--- src/rtl/rr_bus_arbiter.sv ---
// rr_bus_arbiter: round-robin arbiter and bus sequencer for three bus masters.
// Grants one master at a time with a one-hot ack, registers the granted
// master's data onto the shared bus, caps each tenure at MAX_HOLD transfers
// and inserts a single turnaround cycle between tenures.
module rr_bus_arbiter #(
  parameter int DATA_W   = 2,
  parameter int MAX_HOLD = 8
) (
  input  logic              clk,
  input  logic              reset,
  input  logic [2:0]        req,
  input  logic [DATA_W-1:0] data_in1,
  input  logic [DATA_W-1:0] data_in2,
  input  logic [DATA_W-1:0] data_in3,
  output logic [2:0]        ack,
  output logic [DATA_W-1:0] bus_data,
  output logic              bus_valid,
  output logic              busy
);

  typedef enum logic [1:0] {IDLE, GRANT, TURN} state_t;

  // Last transfer of a tenure is the one taken when hold_cnt hits this value.
  localparam logic [7:0] HOLD_LAST = 8'(MAX_HOLD - 1);

  state_t      state;
  logic [1:0]  gnt;
  logic [1:0]  last;
  logic [7:0]  hold_cnt;

  logic [1:0]        c1, c2, pick;
  logic [DATA_W-1:0] data_sel;

  // Modulo-3 increment over master indices 0..2.
  function automatic logic [1:0] inc3(input logic [1:0] i);
    return (i == 2'd2) ? 2'd0 : i + 2'd1;
  endfunction

  // Round-robin search starting just after the last granted master.
  always_comb begin
    c1   = inc3(last);
    c2   = inc3(c1);
    pick = last;
    if (req[c1])      pick = c1;
    else if (req[c2]) pick = c2;
  end

  // Data from the master currently owning the bus.
  always_comb begin
    case (gnt)
      2'd0:    data_sel = data_in1;
      2'd1:    data_sel = data_in2;
      default: data_sel = data_in3;
    endcase
  end

  assign busy = (state != IDLE);

  // Arbitration FSM with registered ack and bus outputs.
  always_ff @(posedge clk or posedge reset) begin
    if (reset) begin
      state     <= IDLE;
      gnt       <= 2'd0;
      last      <= 2'd2;
      hold_cnt  <= 8'd0;
      ack       <= 3'b000;
      bus_data  <= '0;
      bus_valid <= 1'b0;
    end else begin
      case (state)
        IDLE: begin
          ack       <= 3'b000;
          bus_valid <= 1'b0;
          if (|req) begin
            gnt      <= pick;
            last     <= pick;
            ack      <= 3'b001 << pick;
            hold_cnt <= 8'd0;
            state    <= GRANT;
          end
        end
        GRANT: begin
          if (!req[gnt]) begin
            // Master let go: no transfer this edge.
            ack       <= 3'b000;
            bus_valid <= 1'b0;
            state     <= TURN;
          end else begin
            bus_data  <= data_sel;
            bus_valid <= 1'b1;
            if (hold_cnt == HOLD_LAST) begin
              ack   <= 3'b000;
              state <= TURN;
            end else begin
              hold_cnt <= hold_cnt + 8'd1;
            end
          end
        end
        TURN: begin
          ack       <= 3'b000;
          bus_valid <= 1'b0;
          state     <= IDLE;
        end
        default: begin
          ack       <= 3'b000;
          bus_valid <= 1'b0;
          state     <= IDLE;
        end
      endcase
    end
  end

endmodule

--- config.mk ---
export PLATFORM = sky130hd
export DESIGN_NAME = rr_bus_arbiter
export DESIGN_NICKNAME = d
export VERILOG_FILES = /design/src/rtl/rr_bus_arbiter.sv
export SDC_FILE = /design/constraint.sdc
export NUM_CORES = 1
export LEC_CHECK = 0
export CORE_UTILIZATION = 50
export DETAILED_ROUTE_END_ITERATION = 6
export PLACE_DENSITY = 0.87
export SKIP_CTS_REPAIR_TIMING = 1
export SLEW_MARGIN = 10
export SYNTH_ARGS = -nofsm -noshare
export SYNTH_HDL_FRONTEND = slang
export SYNTH_SLANG_ARGS = --single-unit
--- constraint.sdc ---
create_clock -name clk -period 4.16 [get_ports clk]
set_input_delay 0.832 -clock clk [delete_from_list [all_inputs] [get_ports clk]]
set_output_delay 0.832 -clock clk [all_outputs]
set_load 0.02 [all_outputs]
; Word-level counts from Yosys, hierarchy flattened
; Index checks and enable logic that the tools add are counted.
[totals]
word_cells = 57
regBits = 20
input_bits = 11
out_inout_bits = 7
[classes]
n_mux = 25
reduce_logical = 9
eq_ne = 9
add_sub_neg = 3
n_shift = 1
magnitude_cmp = 3
[ops]
columns = op, count
row1 = two-way mux 8 bit, 3
row2 = one-hot mux 8 bit (2 select lines), 1
row3 = two-way mux 2 bit, 7
row4 = "less-than comparator 2 x 3 -> 1 bit, second input constant", 3
row5 = two-way mux 3 bit, 3
row6 = "adder 8 x 1 -> 8 bit, second input constant", 1
row7 = "equality test 8 x 3 -> 1 bit, second input constant", 1
row8 = one-hot mux 2 bit (2 select lines), 2
row9 = binary-select mux 1 bit (select 2 bit), 3
row10 = "!= test 2 bit, second input constant", 3
row11 = one-hot mux 3 bit (2 select lines), 1
row12 = AND reduction 2 bit, 3
row13 = two-way mux 1 bit, 5
row14 = "adder 2 x 1 -> 2 bit, second input constant", 2
row15 = "equality test 2 x 1 -> 1 bit, second input constant", 2
row16 = "equality test 2 bit, second input constant", 2
row17 = logical NOT 2 bit, 2
row18 = AND reduction 4 bit, 1
row19 = nonzero test 2 bit, 2
row20 = "!= test 3 bit, second input constant", 1
row21 = OR reduction 3 bit, 1
row22 = "left shift 1 x 2 -> 3 bit, first input constant", 1

; Depth between registers and ports, before layout
[depth]
word_depth = 11
ltp_mapped = 6
depth_no_buf = 5

; Worst setup path before layout
; No wires, ideal clock.
[synth_path]
path_type = input -> register
startpoint = input req[1]
endpoint = register hold_cnt[5]
t_arrival_ns = 1.806
n_path_buf = 1
required_ns = 4.083
path_stages = 5
slack_ns = 2.277
setup_time_ns = 0.077
cell_sequence = mux2i_1 -> o21a_1 -> buf_6 -> or4_1 -> a21oi_1
[synth_between]
elab_chain_cells = 4
elab_cells_between_ends = 6
classes_between = 2 x eq/ne / 2 x mux / 2 x reduce/logical
[synth_rtl]
columns = element, line
row1 = start: declaration, 11  ; input logic [2:0] req,
row2 = binary-select mux 1 bit (select 2 bit), 83  ; if (!req[gnt]) begin
row3 = two-way mux 1 bit (not written as such), 83
row4 = != test 2 bit (no line), -
row5 = AND reduction 4 bit (no line) *, -
row6 = end signal: assignment, 95  ; hold_cnt <= hold_cnt + 8'd1;
row7 = end: declaration, 29  ; logic [7:0] hold_cnt;
; Every way passes the cells marked *; elsewhere a longest branch is shown, timed or not. The select of a mux whose other input is x is not followed.
; A chain may end at the register's enable or synchronous reset.

; Worst setup path after layout
[layout_path]
startpoint = register state[1]
endpoint = output busy
[layout_between]
elab_chain_cells = 1
[layout_rtl]
columns = element, line
row1 = start: declaration, 26  ; state_t state;
row2 = start signal: assignment, 62  ; state <= IDLE;
row3 = start signal: assignment, 79  ; state <= GRANT;
row4 = start signal: assignment, 87  ; state <= TURN;
row5 = nonzero test 2 bit, 57  ; assign busy = (state != IDLE);
row6 = end: declaration, 18  ; output logic busy
; Every way passes these cells.

==> results.tsv <==
stage	metric	value	unit
outcome	status	complete, no violations	
run	cap_viol_max_count	0	
place	hpwl	1.667	mm
logic_synthesis	synth.largest_area_cell	dfrtp_1	
timing	slew_headroom	50.50	%
finish	area_growth	19.90	%
logic_synthesis	synth_nets	110	
timing	finalCriticalPeriod	2.555	ns
logic_synthesis	syn_area	0.001012	sq mm
global_routing	grt_use_total	24.40	%
logic_synthesis	synthCells	98	
logic_synthesis	synthFlopType	dfrtp_1	
worst_setup_path	cp_cell_sequence	nor2_1 -> inv_1 -> clkdlybuf4s50_1	
die	dieArea	0.002209	sq mm
worst_setup_path	r2r_slack	2.34	ns
worst_setup_path	critPathLaunchType	flip-flop	
die	core	0.001802	sq mm
finish	final_cells	141	
die	fp.dieW	47.00	um
logic_synthesis	synth_seq_cells	19	
worst_setup_path	path_class	flip-flop to output pin	
drt	drt_iter0_drc	23	
clock_tree	insertion_delay	0.30	ns
timing	tightestPinTransition	0.7417	ns
clock_tree	clockBufferDepth	2	
timing	fin_crit_sh	61.42	%
place	io_buffers	17	
logic_synthesis	async_flop_share	100.0	%
drt	dr.pass1.iters	5	
drt	vias	839	
global_routing	grt_max_degree	20	
drt	wl_per_cell	15.35	um
timing	setup_viol	0	
logic_synthesis	synth_cell_types	34	
timing	holdWs	0.5066	ns
timing	hold_violations	0	
drt	viasPerCell	5.950	
clock_tree	cts_tree	yes	
finish	fin_area	0.001214	sq mm
finish	n_antenna_cell	0	
pwr	peakVddDrop	0.0003424	V
timing	fmax	391.4	MHz
finish	final_layout_size_suffix_gt1_share	8.621	%
global_routing	grt_pass1_wl	3.567	mm
logic_synthesis	synth_edf_count	0	
pwr	p_per_area	604.9	mW/mm^2
drt	drc_errors	0	
logic_synthesis	ys_top_cells_by_count	dfrtp_1 (18), nand2_1 (13), o21ai_0 (7)	
logic_synthesis	synth_most_common_cell	dfrtp_1	
logic_synthesis	synth_top_area_share	44.50	%
drt	antenna_left	0	
timing	maxSlewViolCount	0	
worst_setup_path	slowest_delay	0.54	ns
place	dpl.cell_count	137	
timing	rsz0062_at_grt	false	
min_path	hp-class	flip-flop to flip-flop	
die	rows	15	
die	die_h	47.00	um
global_routing	grt_pass1_vias	771	
drt	wl	2.164	mm
global_routing	grt_overflow_total	0	
worst_setup_path	worst_setup_path_end_kind	output pin	
logic_synthesis	seq_area_frac_synth	47.10	%
worst_setup_path	crit_required	3.33	ns
pwr	switching_share	41.22	%
worst_setup_path	crit_fanout	6	
finish	fillers	147	
clock_tree	cts_max_level	1	
logic_synthesis	yosysWarnings	0	
pwr	pwr-share-comb	45.6	%
die	initial_core_util	56.18	%
clock_tree	cts_buffers	3	
worst_setup_path	slowest_stage	clkdlybuf4s50_1	
pwr	pwr-share-clk	13.3	%
pwr	power_frac_seq	41.1	%
clock_tree	cts_root_buf	clkbuf_4	
pwr	p_switching	302.6	uW
logic_synthesis	synth.area.top_cells	dfrtp_1 (44%), mux2i_1 (4.9%), nand2_1 (4.8%)	
timing	clock_skew	0.004109	ns
pwr	p_int	431.5	uW
logic_synthesis	synth_area_per_cell	10.33	sq um
global_routing	antenna_found_initial	0	
timing	fin_setup_tns	0	ns
clock_tree	clkTransAtPathRegs	0.11	ns
place	dpl_cell_area	0.001187	sq mm
finish	nets	129	
worst_setup_path	arrival	1.72	ns
place	place_congestion	0.7957	
pwr	power.leakage	0.5220	nW
clock_tree	clock_sinks	19	
die	num_io_pins	18	
## logic make-up (layout without fill, tap and decap cells)
group / after synthesis / in the layout / share of synthesized area [%]
simple gates: 33 / 33 / 17.55
compound gates: 29 / 29 / 22.13
buf+inv: 9 / 27 / 4.820
fa+ha+maj: 1 / 1 / 1.236
flops: 19 / 19 / 47.10
mux: 7 / 7 / 7.169
## cells in the final DEF, fill, tap and decap left out, types with 2 or more instances in the layout
master           synthesis  final
o21a_1                   3      3
o2bb2ai_1                2      2
o21ai_0                  7      7
or4_1                    3      3
mux2_2                   2      2
clkdlybuf4s50_1          0     17
a21oi_1                  6      6
o31ai_1                  3      3
nor2_1                   3      3
nand3_1                  3      3
nor2b_1                  3      3
mux2i_1                  5      5
inv_1                    6      6
nand2_1                 13     13
dfrtp_1                 18     18
clkbuf_4                 0      3
## sequential cells by signal, summed over array words and instances (netlist names)
signal / count
hold_cnt: 8
ack: 3
bus_data: 2
gnt: 2
state: 2
bus_valid: 1
last: 1
## power by group through the flow
| stage | Sequential, mW | Combinational [mW] | Clock, mW |
|---|---|---|---|
| floorplan | 0.314 | 0.223 | 0 |
| detailed placement | 0.305 | 0.338 | 0 |
| global route | 0.311 | 0.368 | 0.105 |
| CTS | 0.302 | 0.339 | 0.0974 |
| finish | 0.302 | 0.335 | 0.0974 |
| global placement | 0.302 | 0.327 | 0 |
## worst max-delay path, delay by kind of cell (launching register included)
kind,cells,cell delay [ns]
flops,1,0.41
simple gates,1,0.38
buf+inv,2,0.62
## per-layer routing
layer  vias up  share of wire (%)  GRT usage [%]
met2        23                 48          39.17
met4         0                3.5          14.29
met3         8                3.9          4.615
met5         -                  0              0
met1       409                 44          30.66
li1        399                  -              -
## worst paths after layout
kind,start,end,cells after the start
min,ack[0],ack[0],1
min in group asynchronous,reset,hold_cnt[5],2
min reg2reg,ack[0],ack[0],1
max reg2reg,hold_cnt[0],hold_cnt[5],5
max in group asynchronous,reset,state[0],2
max,state[1],busy,3
## cell type report
type	count	area [sq um]	share of cell area, %
multi-input combinational	70	486.7	40.10
inverter	6	22.52	1.856
clock buffer	4	26.28	2.165
timing repair buffer	17	170.2	14.02
tap	25	31.28	2.577
sequential	19	476.7	39.28
## per-stage QoR
stage	total power [mW]	setup WS, ns	util [%]
3_5_place_dp	0.6430	1.576	65.90
4_1_cts	0.7386	1.587	67.36
5_1_grt	0.7847	1.538	67.36
2_1_floorplan	0.5375	2.277	-
3_3_place_gp	0.6293	1.659	65.90
6_report	0.7341	1.605	67.36
No activity file was read; power rests on OpenSTA's default activity.
